`src/rtl/seven_seg_pkg.sv`:
```
// Shared definitions for the multiplexed seven-segment counter.
// Contents:
//   digit_t     - one 4-bit digit value
//   SegTable    - active-low a..g patterns for values 0..F (bit 0 = a, bit 6 = g)
//   digit_max() - largest value a digit may hold (9 decimal, F hex)
package seven_seg_pkg;

    typedef logic [3:0] digit_t;

    localparam logic [6:0] SegTable [16] = '{
        7'h40, 7'h79, 7'h24, 7'h30, 7'h19, 7'h12, 7'h02, 7'h78,
        7'h00, 7'h10, 7'h08, 7'h03, 7'h46, 7'h21, 7'h06, 7'h0E
    };

    function automatic digit_t digit_max(input bit hex_mode);
        return hex_mode ? 4'hF : 4'h9;
    endfunction

endpackage

```
`src/rtl/seven_seg_decode.sv`:
```
// Combinational digit-to-segment decoder, active-low outputs.
// Ports:
//   value - 4-bit digit value to display
//   blank - force a..g off (dp still follows the dp input)
//   dp    - 1 lights the decimal point
//   seg   - segment drive, seg[6:0] = a..g, seg[7] = dp, all active low
module seven_seg_decode
    import seven_seg_pkg::*;
(
    input  logic [3:0] value,
    input  logic       blank,
    input  logic       dp,
    output logic [7:0] seg
);

    always_comb begin
        seg[7]   = ~dp;
        seg[6:0] = blank ? 7'h7F : SegTable[value];
    end

endmodule

```
`src/rtl/seven_seg_scan_counter.sv`:
```
// N-digit BCD/hex up/down counter driving a time-multiplexed active-low
// seven-segment display with leading-zero blanking, per-digit decimal points
// and a blank window at the start of each digit slot to prevent ghosting.
// Ports:
//   clk    - clock
//   rst    - synchronous active-high reset
//   step   - count by one this cycle (direction from up)
//   up     - 1 counts up, 0 counts down
//   clr    - synchronous clear, wins over step
//   lzb    - leading-zero blanking enable
//   dp_sel - bit i lights the decimal point of digit i
//   count  - current count, digit i at [4i+3:4i]
//   wrap   - one-cycle pulse on overflow/underflow
//   seg    - active-low segments, [6:0] = a..g, [7] = dp
//   dig    - active-low digit select, one-hot-low or all ones
module seven_seg_scan_counter
    import seven_seg_pkg::*;
#(
    parameter int unsigned NUM_DIGITS   = 4,
    parameter bit          HEX_MODE     = 1'b0,
    parameter int unsigned SCAN_DIV     = 50000,
    parameter int unsigned BLANK_CYCLES = 1000
) (
    input  logic                      clk,
    input  logic                      rst,
    input  logic                      step,
    input  logic                      up,
    input  logic                      clr,
    input  logic                      lzb,
    input  logic [NUM_DIGITS-1:0]     dp_sel,
    output logic [4*NUM_DIGITS-1:0]   count,
    output logic                      wrap,
    output logic [7:0]                seg,
    output logic [NUM_DIGITS-1:0]     dig
);

    localparam int unsigned IdxW = (NUM_DIGITS > 1) ? $clog2(NUM_DIGITS) : 1;
    localparam int unsigned PsW  = (SCAN_DIV > 1) ? $clog2(SCAN_DIV) : 1;

    localparam logic [PsW-1:0]  PsLast   = PsW'(SCAN_DIV - 1);
    localparam logic [PsW-1:0]  BlankEnd = PsW'(BLANK_CYCLES);
    localparam logic [IdxW-1:0] IdxLast  = IdxW'(NUM_DIGITS - 1);
    localparam digit_t          DigitMax = digit_max(HEX_MODE);

    logic [4*NUM_DIGITS-1:0] count_q, count_d;
    logic                    wrap_q, wrap_d;
    logic [PsW-1:0]          prescaler_q, prescaler_d;
    logic [IdxW-1:0]         idx_q, idx_d;
    logic [7:0]              seg_q, seg_d;
    logic [NUM_DIGITS-1:0]   dig_q, dig_d;

    // Counter chain: carry/borrow ripples through all digits in one cycle.
    logic   carry;
    digit_t cur_val;

    always_comb begin
        count_d = count_q;
        wrap_d  = 1'b0;
        carry   = 1'b1;
        cur_val = '0;
        if (clr) begin
            count_d = '0;
        end else if (step) begin
            for (int i = 0; i < int'(NUM_DIGITS); i++) begin
                cur_val = count_q[4*i +: 4];
                if (carry) begin
                    if (up) begin
                        if (cur_val == DigitMax) begin
                            count_d[4*i +: 4] = '0;
                        end else begin
                            count_d[4*i +: 4] = cur_val + 4'd1;
                            carry             = 1'b0;
                        end
                    end else begin
                        if (cur_val == '0) begin
                            count_d[4*i +: 4] = DigitMax;
                        end else begin
                            count_d[4*i +: 4] = cur_val - 4'd1;
                            carry             = 1'b0;
                        end
                    end
                end
            end
            // Carry surviving past the top digit means every digit wrapped.
            wrap_d = carry;
        end
    end

    // Scan timing.
    always_comb begin
        prescaler_d = (prescaler_q == PsLast) ? '0 : prescaler_q + 1'b1;
        idx_d       = idx_q;
        if (prescaler_q == PsLast) begin
            idx_d = (idx_q == IdxLast) ? '0 : idx_q + 1'b1;
        end
    end

    // zero_from[i]: digit i and every digit above it are zero.
    logic [NUM_DIGITS-1:0] zero_from;
    logic                  zero_run;

    always_comb begin
        zero_run  = 1'b1;
        zero_from = '0;
        for (int i = int'(NUM_DIGITS) - 1; i >= 0; i--) begin
            zero_run     = zero_run & (count_q[4*i +: 4] == 4'd0);
            zero_from[i] = zero_run;
        end
    end

    // Digit mux feeding the single decoder.
    digit_t                mux_val;
    logic                  mux_blank;
    logic                  mux_dp;
    logic [NUM_DIGITS-1:0] mux_dig;
    logic [7:0]            dec_seg;

    always_comb begin
        mux_val   = '0;
        mux_blank = 1'b0;
        mux_dp    = 1'b0;
        mux_dig   = '1;
        for (int i = 0; i < int'(NUM_DIGITS); i++) begin
            if (idx_q == IdxW'(i)) begin
                mux_val    = count_q[4*i +: 4];
                mux_blank  = lzb && (i != 0) && zero_from[i];
                mux_dp     = dp_sel[i];
                mux_dig[i] = 1'b0;
            end
        end
    end

    seven_seg_decode u_decode (
        .value (mux_val),
        .blank (mux_blank),
        .dp    (mux_dp),
        .seg   (dec_seg)
    );

    always_comb begin
        if (prescaler_q < BlankEnd) begin
            seg_d = 8'hFF;
            dig_d = '1;
        end else begin
            seg_d = dec_seg;
            dig_d = mux_dig;
        end
    end

    always_ff @(posedge clk) begin
        if (rst) begin
            count_q     <= '0;
            wrap_q      <= 1'b0;
            prescaler_q <= '0;
            idx_q       <= '0;
            seg_q       <= 8'hFF;
            dig_q       <= '1;
        end else begin
            count_q     <= count_d;
            wrap_q      <= wrap_d;
            prescaler_q <= prescaler_d;
            idx_q       <= idx_d;
            seg_q       <= seg_d;
            dig_q       <= dig_d;
        end
    end

    assign count = count_q;
    assign wrap  = wrap_q;
    assign seg   = seg_q;
    assign dig   = dig_q;

endmodule

```
`config.mk`:
```
export PLATFORM = sky130hd
export DESIGN_NAME = seven_seg_scan_counter
export DESIGN_NICKNAME = d
export VERILOG_FILES = /design/src/rtl/seven_seg_pkg.sv /design/src/rtl/seven_seg_decode.sv /design/src/rtl/seven_seg_scan_counter.sv
export SDC_FILE = /design/constraint.sdc
export NUM_CORES = 1
export LEC_CHECK = 0
export CAP_MARGIN = 5
export CORE_UTILIZATION = 40
export DETAILED_ROUTE_END_ITERATION = 8
export GPL_ROUTABILITY_DRIVEN = 0
export PLACE_DENSITY = 0.59
export SYNTH_ARGS = -nofsm -noshare
export SYNTH_HDL_FRONTEND = slang
export SYNTH_SLANG_ARGS = --single-unit
```
`constraint.sdc`:
```
create_clock -name clk -period 5.7 [get_ports clk]
set_input_delay 1.71 -clock clk [delete_from_list [all_inputs] [get_ports clk]]
set_output_delay 1.71 -clock clk [all_outputs]
set_load 0.005 [all_outputs]
```
==> results of run 1 <==
sequential cells by signal (all words and copies together) (netlist names):
signal,flops
count,16
prescaler_q,16
seg,8
dig,4
idx_q,2
wrap,1
worst max path at each step:
| stage | startpoint | to | slack [ps] | cells after the start |
|---|---|---|---|---|
| detailed placement | up | count[14]$_SDFFE_PP0P_ | 1150 | 6 |
| CTS | up | count[14]$_SDFFE_PP0P_ | 1470 | 6 |
| floorplan | step | count[14]$_SDFFE_PP0P_ | 2360 | 7 |
| finish | up | count[14]$_SDFFE_PP0P_ | 1440 | 6 |
| global route | up | count[14]$_SDFFE_PP0P_ | 1230 | 6 |
| global placement | up | count[14]$_SDFFE_PP0P_ | 1210 | 6 |
cells in the mapped netlist (all sizes together), types with 3 or more instances:
cell type,instances,area [um2]
nor4,7,43.8
buf,9,60.1
nand3b,4,30.0
xnor2,11,96.3
o221a,4,45.0
ha,11,138
and2,5,31.3
dfxtp,47,941
nor3b,7,57.6
a31oi,6,37.5
a211oi,6,45.0
nor3,14,70.1
nand3,15,75.1
nand2,28,105
or2,3,18.8
o21ai,23,115
nor2,44,165
xor2,10,87.6
and3,6,37.5
a21oi,22,110
inv,12,45.0
a311oi,3,26.3
nor2b,3,18.8
clkbuf,17,63.8
critical path: cells and delay by family:
family	cells	cell delay, ps
AND/OR/NAND/NOR	2	1020
buffers and inverters	1	940
AO/OA/AOI/OAI	3	750
layout make-up:
cell class / count / share of cell area
timing repair buffer: 38 / 0.120
multi-input combinational: 262 / 0.508
inverter: 12 / 0.0143
sequential: 47 / 0.298
tap: 77 / 0.0305
clock inverter: 3 / 0.00713
clock buffer: 5 / 0.0218
power by group:
| group | switching [mW] | internal [mW] |
|---|---|---|
| logic | 0.0281 | 0.0238 |
| clock network | 0.118 | 0.0880 |
| registers | 0.00627 | 0.332 |
| total | 0.153 | 0.443 |
cells in the final DEF (no fill, tap or decap), types with 3 or more instances in the layout:
| master | synthesis | routed |
|---|---|---|
| a211oi_1 | 6 | 6 |
| a21oi_1 | 22 | 22 |
| a311oi_1 | 3 | 3 |
| a31oi_1 | 6 | 6 |
| and2_1 | 4 | 4 |
| and3_1 | 6 | 6 |
| clkbuf_8 | 0 | 5 |
| clkdlybuf4s50_1 | 0 | 38 |
| dfxtp_1 | 47 | 47 |
| ha_1 | 11 | 11 |
| inv_1 | 12 | 12 |
| nand2_1 | 28 | 28 |
| nand3_1 | 15 | 15 |
| nand3b_1 | 4 | 4 |
| nor2_1 | 44 | 44 |
| nor2b_1 | 3 | 3 |
| nor3_1 | 14 | 14 |
| nor3b_1 | 6 | 6 |
| nor4_1 | 7 | 7 |
| o21ai_0 | 22 | 22 |
| o221a_2 | 4 | 4 |
| xnor2_1 | 11 | 11 |
| xor2_1 | 10 | 10 |
logic make-up (layout without fill, tap and decap cells):
group                      Yosys count  after routing  synth area share
buffers and inverters               38             58            0.0622
DFF                                 47             47             0.347
AOI/OAI and AO/OA                   81             81             0.195
muxes                                2              2           0.00784
xor gates and xnor gates            21             21            0.0678
and+or+nand+nor                    147            147             0.270
adders and majority gates           11             11            0.0507
through the flow:
step	cell area (um2)	power, mW	worst slack (ps)
after floorplan	2710	0.381	2360
after global placement	3070	0.397	1210
after detailed placement	3070	0.397	1150
after CTS	3160	0.603	1470
after global routing	3160	0.627	1230
final	3160	0.596	1440
per-layer routing:
layer / GRT usage / vias to the layer above
met4: 0.0416 / 0
met1: 0.233 / 1108
li1: - / 1272
met5: 0 / -
met2: 0.288 / 46
met3: 0.0305 / 2
==> qor.csv, run 1 <==
metric,value,unit
outcome,finished with violations,
failing checks,DRC,
area of the multi-input gates,1600,um2
hold_ws,467,ps
routed length on met2,2760,um
Critical Path AT,4430,ps
Critical Path End Type,register,
post-route DRC violation count,6,
CTS sink cnt,47,
vias in the first global route,2150,
diodes inserted,0,
final hold viol count,0,
core area,6460,um2
net count of the finished layout,387,
Via Count,2428,
Tightest Pin Transition,941,ps
r2r endpoint,seg[3]$_SDFF_PP1_,
fmax,235,MHz
setup TNS,0,ps
die height,84.4,um
Layout area overhead,16.4,%
IO Port Bufs,38,
Cells after DPL,436,
Leak Pwr,1.09,nW
drt total wl,5940,um
crit start category,input port,
Syn Nets,368,
synthesized flop and latch total,47,
min-delay src,prescaler_q[0]$_SDFF_PP0_,
pin count of the biggest net entering global routing,23,
final std cells w/o fill,444,
Critical Path RT,5870,ps
mean area per synthesized cell,7.82,um2
number of synthesized flops with an enable pin,0,
Iteration-0 DRC Markers,149,
root buffer cell,clkbuf_8,
Worst VDD drop,120,uV
"FFs w/ async S/R, synth",0,
Longest Clk Path Bufs,2,
Post-Synthesis Cells,347,
Chip Width,84.4,um
fin crit period,4260,ps
"Critical Path, Cell by Cell",clkdlybuf4s50_1 -> and3_1 -> o21ai_1 -> or4b_1 -> a2111oi_0 -> a211oi_1,
drt pass-1 iters,9,
Setup Skew,13.7,ps
FF-to-FF path depth,8,
Clock transition at path regs,100,ps
total global routing overflow,0,
maxcap violations,0,
RSZ-0062 raised after global routing,false,
Finish-stage setup viols,0,
post-DP HPWL,4220,um
Final period util,0.748,
hold_buf cts,0,
Pwr per Cell Area,189,nW/um2
Slew HR,0.368,
# IOs,39,
total CTS buffers,5,
Ys Warns,0,
GRT Total Usage,0.172,
first-pass GRT wire length,10000,um
register area share after synthesis,0.347,
post-CTS resize count,0,
H-tree lvl count,2,
Crit-path slowest cell,clkdlybuf4s50_1,
final core occ,0.489,
drt via density,5.47,
hold path depth,1,
Routed Antenna Nets,0,
met3 routed WL,217,um
"Clk Latency, worst-skew pair",310,ps
Post-Syn Area,2710,um2
Rows,29,
Synth cell types,52,
drt wl/cell,13.4,um
critical path peak fanout,22,
M1 WL,2930,um
fillers,653,
worst min path class,register to register,
critical path class,input port to register,
Storage cell area,941,um2
Die ar.,7120,um2
Starting Density,0.420,
Crit Reg-Reg Startpoint,idx_q[0]$_SDFFE_PP0P_,
Hold Path Sink,prescaler_q[0]$_SDFF_PP0_,
max incr delay on CP,940,ps
postcts setup bufs,0,
ys flop type,dfxtp_1,
Slew Limit Fails,0,
R2R Setup Slk,2850,ps
initial antenna violation count,0,
share of cells above drive strength 1,0.0463,
Max Used Layer,met4,
CTS tree,yes,
Power figures use the tool's default switching activity.
==> run 2, diff against run 1 <==
- PLACE_DENSITY: 0.59 -> 0.61
- clock period: 5.7 -> 3.7 ns (I/O delays scaled with it)
==> qor.csv, run 2 (synthesis results as in run 1) <==
metric,value,unit,change
outcome,finished with violations,,unchanged
failing checks,DRC,,unchanged
first-pass GRT wire length,10500,um,was 10000 um
drt total wl,6170,um,was 5940 um
total global routing overflow,0,,unchanged
drt pass-1 iters,6,,was 9
Worst VDD drop,178,uV,was 120 uV
Layout area overhead,18.3,%,was 16.4%
IO Port Bufs,38,,unchanged
hold_buf cts,0,,unchanged
maxcap violations,0,,unchanged
Rows,29,,unchanged
Chip Width,84.4,um,unchanged
Die ar.,7120,um2,unchanged
drt wl/cell,13.7,um,was 13.4 um
CTS tree,yes,,unchanged
Slew Limit Fails,0,,unchanged
core area,6460,um2,unchanged
post-route cell area,3210,um2,was 3160 um2
post-route DRC violation count,7,,was 6
drt via density,5.51,,was 5.47
"Critical Path, Cell by Cell",clkdlybuf4s50_1 -> and2_1 -> a21oi_1 -> or4b_1 -> a2111oi_0 -> a211oi_1,,was clkdlybuf4s50_1 -> and3_1 -> o21ai_1 -> or4b_1 -> a2111oi_0 -> a211oi_1
crit path launch,up,,unchanged
initial antenna violation count,0,,unchanged
"commonest cells after routing, fill and taps aside","dfxtp_1 (47), nor2_1 (44), clkdlybuf4s50_1 (38)",,unchanged
GRT Total Usage,0.182,,was 0.172
fmax,320,MHz,
vias in the first global route,2318,,was 2150
"Cell Area, Placed",3110,um2,was 3070 um2
Longest Clk Path Bufs,2,,unchanged
Slew HR,0.290,,was 0.368
critical path peak fanout,7,,was 22
diodes inserted,0,,unchanged
fin crit period,3130,ps,
Crit Reg-Reg Startpoint,idx_q[1]$_SDFFE_PP0P_,,was idx_q[0]$_SDFFE_PP0P_
die height,84.4,um,unchanged
Via Count,2481,,was 2428
total CTS buffers,5,,unchanged
Finish-stage setup viols,0,,unchanged
net count of the finished layout,393,,was 387
min-delay src,prescaler_q[0]$_SDFF_PP0_,,unchanged
max incr delay on CP,670,ps,was 940 ps
# IOs,39,,unchanged
Tightest Pin Transition,1060,ps,was 941 ps
Iteration-0 DRC Markers,107,,was 149
post-CTS resize count,0,,unchanged
Critical Path AT,3300,ps,was 4430 ps
post-DP HPWL,4360,um,was 4220 um
"Clk Latency, worst-skew pair",310,ps,about the same
Final period util,0.845,,
Clock transition at path regs,90,ps,was 100 ps
Starting Density,0.420,,unchanged
fillers,647,,was 653
Critical Path End Type,register,,unchanged
pin count of the biggest net entering global routing,18,,was 23
Routed Antenna Nets,0,,unchanged
share of cells above drive strength 1,0.0617,,was 0.0463
Leak Pwr,1.12,nW,was 1.09 nW
Pwr per Cell Area,293,nW/um2,was 189 nW/um2
CTS sink cnt,47,,unchanged
Crit-path slowest cell,or4b_1,,was clkdlybuf4s50_1
critical path class,input port to register,,unchanged
"leading cell type in the layout, fill and taps excluded",dfxtp_1,,unchanged
Overall Power,0.940,mW,was 0.596 mW
postcts setup bufs,0,,unchanged
Setup Skew,9.54,ps,was 13.7 ps
final hold viol count,0,,unchanged
worst min path class,register to register,,unchanged
H-tree lvl count,2,,unchanged
setup TNS,0,ps,unchanged
root buffer cell,clkbuf_8,,unchanged
crit start category,input port,,unchanged
RSZ-0062 raised after global routing,false,,unchanged
Critical Path RT,3870,ps,was 5870 ps
run 2: cell types whose count changed in the layout (fill, tap and decap cells not counted):
cell / change
inv_6: -1
clkinv_2: -1
clkinvlp_4: +1
clkbuf_8: +1
buf_4: +6
run 2: area by class of cell:
class / count / area [um2] / share of cell area
Multi-Input combinational cell: 262 / 1600 / 0.500
Sequential cell: 47 / 941 / 0.293
Timing Repair Buffer: 44 / 425 / 0.133
Tap cell: 77 / 96.3 / 0.0300
Clock buffer: 6 / 82.6 / 0.0257
Inverter: 12 / 45.0 / 0.0140
Clock inverter: 2 / 16.3 / 0.00507
run 2: metal layers:
metal,vias to the layer above,routed length (um),track usage
li1,1283,-,-
met1,1140,2980,0.223
met2,50,2890,0.313
met3,8,213,0.0305
met4,0,89,0.0832
met5,-,0,0
run 2: path summary, 6_finish.rpt:
check                         endpoint  slack (ps)  depth (start not counted)
min          prescaler_q[0]$_SDFF_PP0_         470                          1
min reg2reg  prescaler_q[0]$_SDFF_PP0_         470                          1
max             count[14]$_SDFFE_PP0P_         570                          6
max reg2reg          seg[0]$_SDFF_PP1_        1150                          7
run 2: through the flow:
stage	hold slack (ps)	util	worst slack (ps)	instances
floorplan	430	-	965	347
global placement	440	0.482	361	442
detailed placement	454	0.482	284	442
CTS	477	0.497	582	450
global route	526	0.497	494	450
finish	471	0.497	575	450
run 2: power by group:
part           internal [mW]  total, mW  switching, mW
logic                 0.0397     0.0847         0.0450
clock network          0.153      0.334          0.182
registers              0.511      0.521         0.0101
run 2: worst max-delay path: cells and delay by family:
family	cells	cell delay, ps
buffers and inverters	1	580
and+or+nand+nor	2	940
AOI/OAI and AO/OA	3	680
==> run 3, diff against run 2 <==
- PLACE_DENSITY: 0.61 -> 0.59
- clock period: 3.7 -> 3.2 ns (I/O delays scaled with it)
==> qor.csv, run 3 (synthesis results as in run 1) <==
metric,value,unit,change
outcome,finished with violations,,unchanged
failing checks,DRC,,unchanged
drt via density,5.44,,was 5.51
die height,84.4,um,unchanged
hold_buf cts,0,,unchanged
total global routing overflow,0,,unchanged
share of cells above drive strength 1,0.0741,,was 0.0617
first-pass GRT wire length,10200,um,was 10500 um
net count of the finished layout,398,,was 393
Longest Clk Path Bufs,2,,unchanged
fin crit period,2860,ps,
postcts setup bufs,0,,unchanged
Layout area overhead,19.3,%,was 18.3%
"Cell Area, Placed",3150,um2,was 3110 um2
critical path class,input port to register,,unchanged
"leading cell type in the layout, fill and taps excluded",dfxtp_1,,unchanged
Rows,29,,unchanged
GRT Total Usage,0.177,,was 0.182
post-route DRC violation count,6,,was 7
drt total wl,6060,um,was 6170 um
setup TNS,0,ps,unchanged
Final period util,0.894,,
crit start category,input port,,unchanged
Worst VDD drop,223,uV,was 178 uV
M1 GR Usage,0.241,,was 0.223
Clock transition at path regs,80,ps,was 90 ps
diodes inserted,0,,unchanged
maxcap violations,0,,unchanged
"commonest cells after routing, fill and taps aside","dfxtp_1 (47), nor2_1 (44), clkdlybuf4s50_1 (38)",,unchanged
# IOs,39,,unchanged
Critical Path AT,3050,ps,was 3300 ps
Finish-stage setup viols,0,,unchanged
gr busiest metal,met2,,unchanged
initial antenna violation count,0,,unchanged
final hold viol count,0,,unchanged
Leak Pwr,1.14,nW,was 1.12 nW
CTS sink cnt,47,,unchanged
Iteration-0 DRC Markers,114,,was 107
CTS tree,yes,,unchanged
H-tree lvl count,2,,unchanged
Chip Width,84.4,um,unchanged
critical path peak fanout,9,,was 7
post-CTS resize count,0,,unchanged
Slew Limit Fails,0,,unchanged
root buffer cell,clkbuf_8,,unchanged
Slew HR,0.596,,was 0.290
vias in the first global route,2152,,was 2318
drt wl/cell,13.3,um,was 13.7 um
core area,6460,um2,unchanged
RSZ-0062 raised after global routing,false,,unchanged
Routed Antenna Nets,0,,unchanged
Tightest Pin Transition,606,ps,was 1060 ps
R2R Setup Slk,840,ps,was 1150 ps
M2 GR Usage,0.285,,was 0.313
IO Port Bufs,38,,unchanged
"Clk Latency, worst-skew pair",310,ps,about the same
Critical Path RT,3380,ps,was 3870 ps
Setup Skew,7.80,ps,was 9.54 ps
Critical Path End Type,register,,unchanged
Via Count,2473,,was 2481
total CTS buffers,5,,unchanged
post-route cell area,3240,um2,was 3210 um2
drt pass-1 iters,7,,was 6
pin count of the biggest net entering global routing,18,,unchanged
fillers,686,,was 647
worst min path class,register to register,,unchanged
Pwr per Cell Area,328,nW/um2,was 293 nW/um2
met3 Use GR,0.0344,,was 0.0305
Starting Density,0.420,,unchanged
post-DP HPWL,4300,um,was 4360 um
fmax,349,MHz,
Die ar.,7120,um2,unchanged
run 3: changes by cell type in the layout (fill, tap and decap cells not counted):
| cell | delta |
|---|---|
| clkbuf_8 | -1 |
| buf_4 | +5 |
| clkinv_2 | +1 |
| clkinv_4 | -1 |
| clkinvlp_4 | +1 |
run 3: layer usage:
metal,vias up,part of all wire
met1,1133,0.50
met4,0,0.012
met5,-,0
met3,6,0.042
li1,1289,-
met2,45,0.45
run 3: layout make-up:
cell class / count / area (um2) / area share
Multi-Input combinational cell: 262 / 1600 / 0.495
Sequential cell: 47 / 941 / 0.291
Timing Repair Buffer: 49 / 463 / 0.143
Tap cell: 77 / 96.3 / 0.0298
Clock buffer: 5 / 68.8 / 0.0213
Inverter: 12 / 45.0 / 0.0139
Clock inverter: 3 / 20.0 / 0.00618
run 3: where the power goes:
part           switching, mW  total [mW]  internal [mW]  leakage, nW
logic                 0.0521       0.100         0.0480        0.718
clock network          0.208       0.360          0.152       0.0402
registers             0.0116       0.602          0.591        0.380
total                  0.271        1.06          0.791         1.14
run 3: path summary, 6_finish.rpt:
kind	cells past startpoint	end	startpoint
hold reg to reg	1	prescaler_q[0]$_SDFF_PP0_	prescaler_q[0]$_SDFF_PP0_
setup / recovery	7	count[14]$_SDFFE_PP0P_	up
setup reg to reg	11	seg[3]$_SDFF_PP1_	idx_q[1]$_SDFFE_PP0P_
hold / removal	1	prescaler_q[0]$_SDFF_PP0_	prescaler_q[0]$_SDFF_PP0_
run 3: worst max-delay path, cell delays in order:
cell             delay [ps]
clkdlybuf4s50_1         550
buf_4                   230
nor3_1                  150
a21oi_1                  70
or4b_1                  590
a2111oi_0               400
a211oi_1                 80
run 3: metrics by stage:
step	utilization	cells	power, mW	setup slack, ps	hold WS, ps
floorplan	-	347	0.679	615	430
global placement	0.488	447	0.715	128	442
detailed placement	0.488	447	0.715	12.6	458
CTS	0.501	455	1.08	337	478
global route	0.501	455	1.12	165	524
finish	0.501	455	1.06	338	470
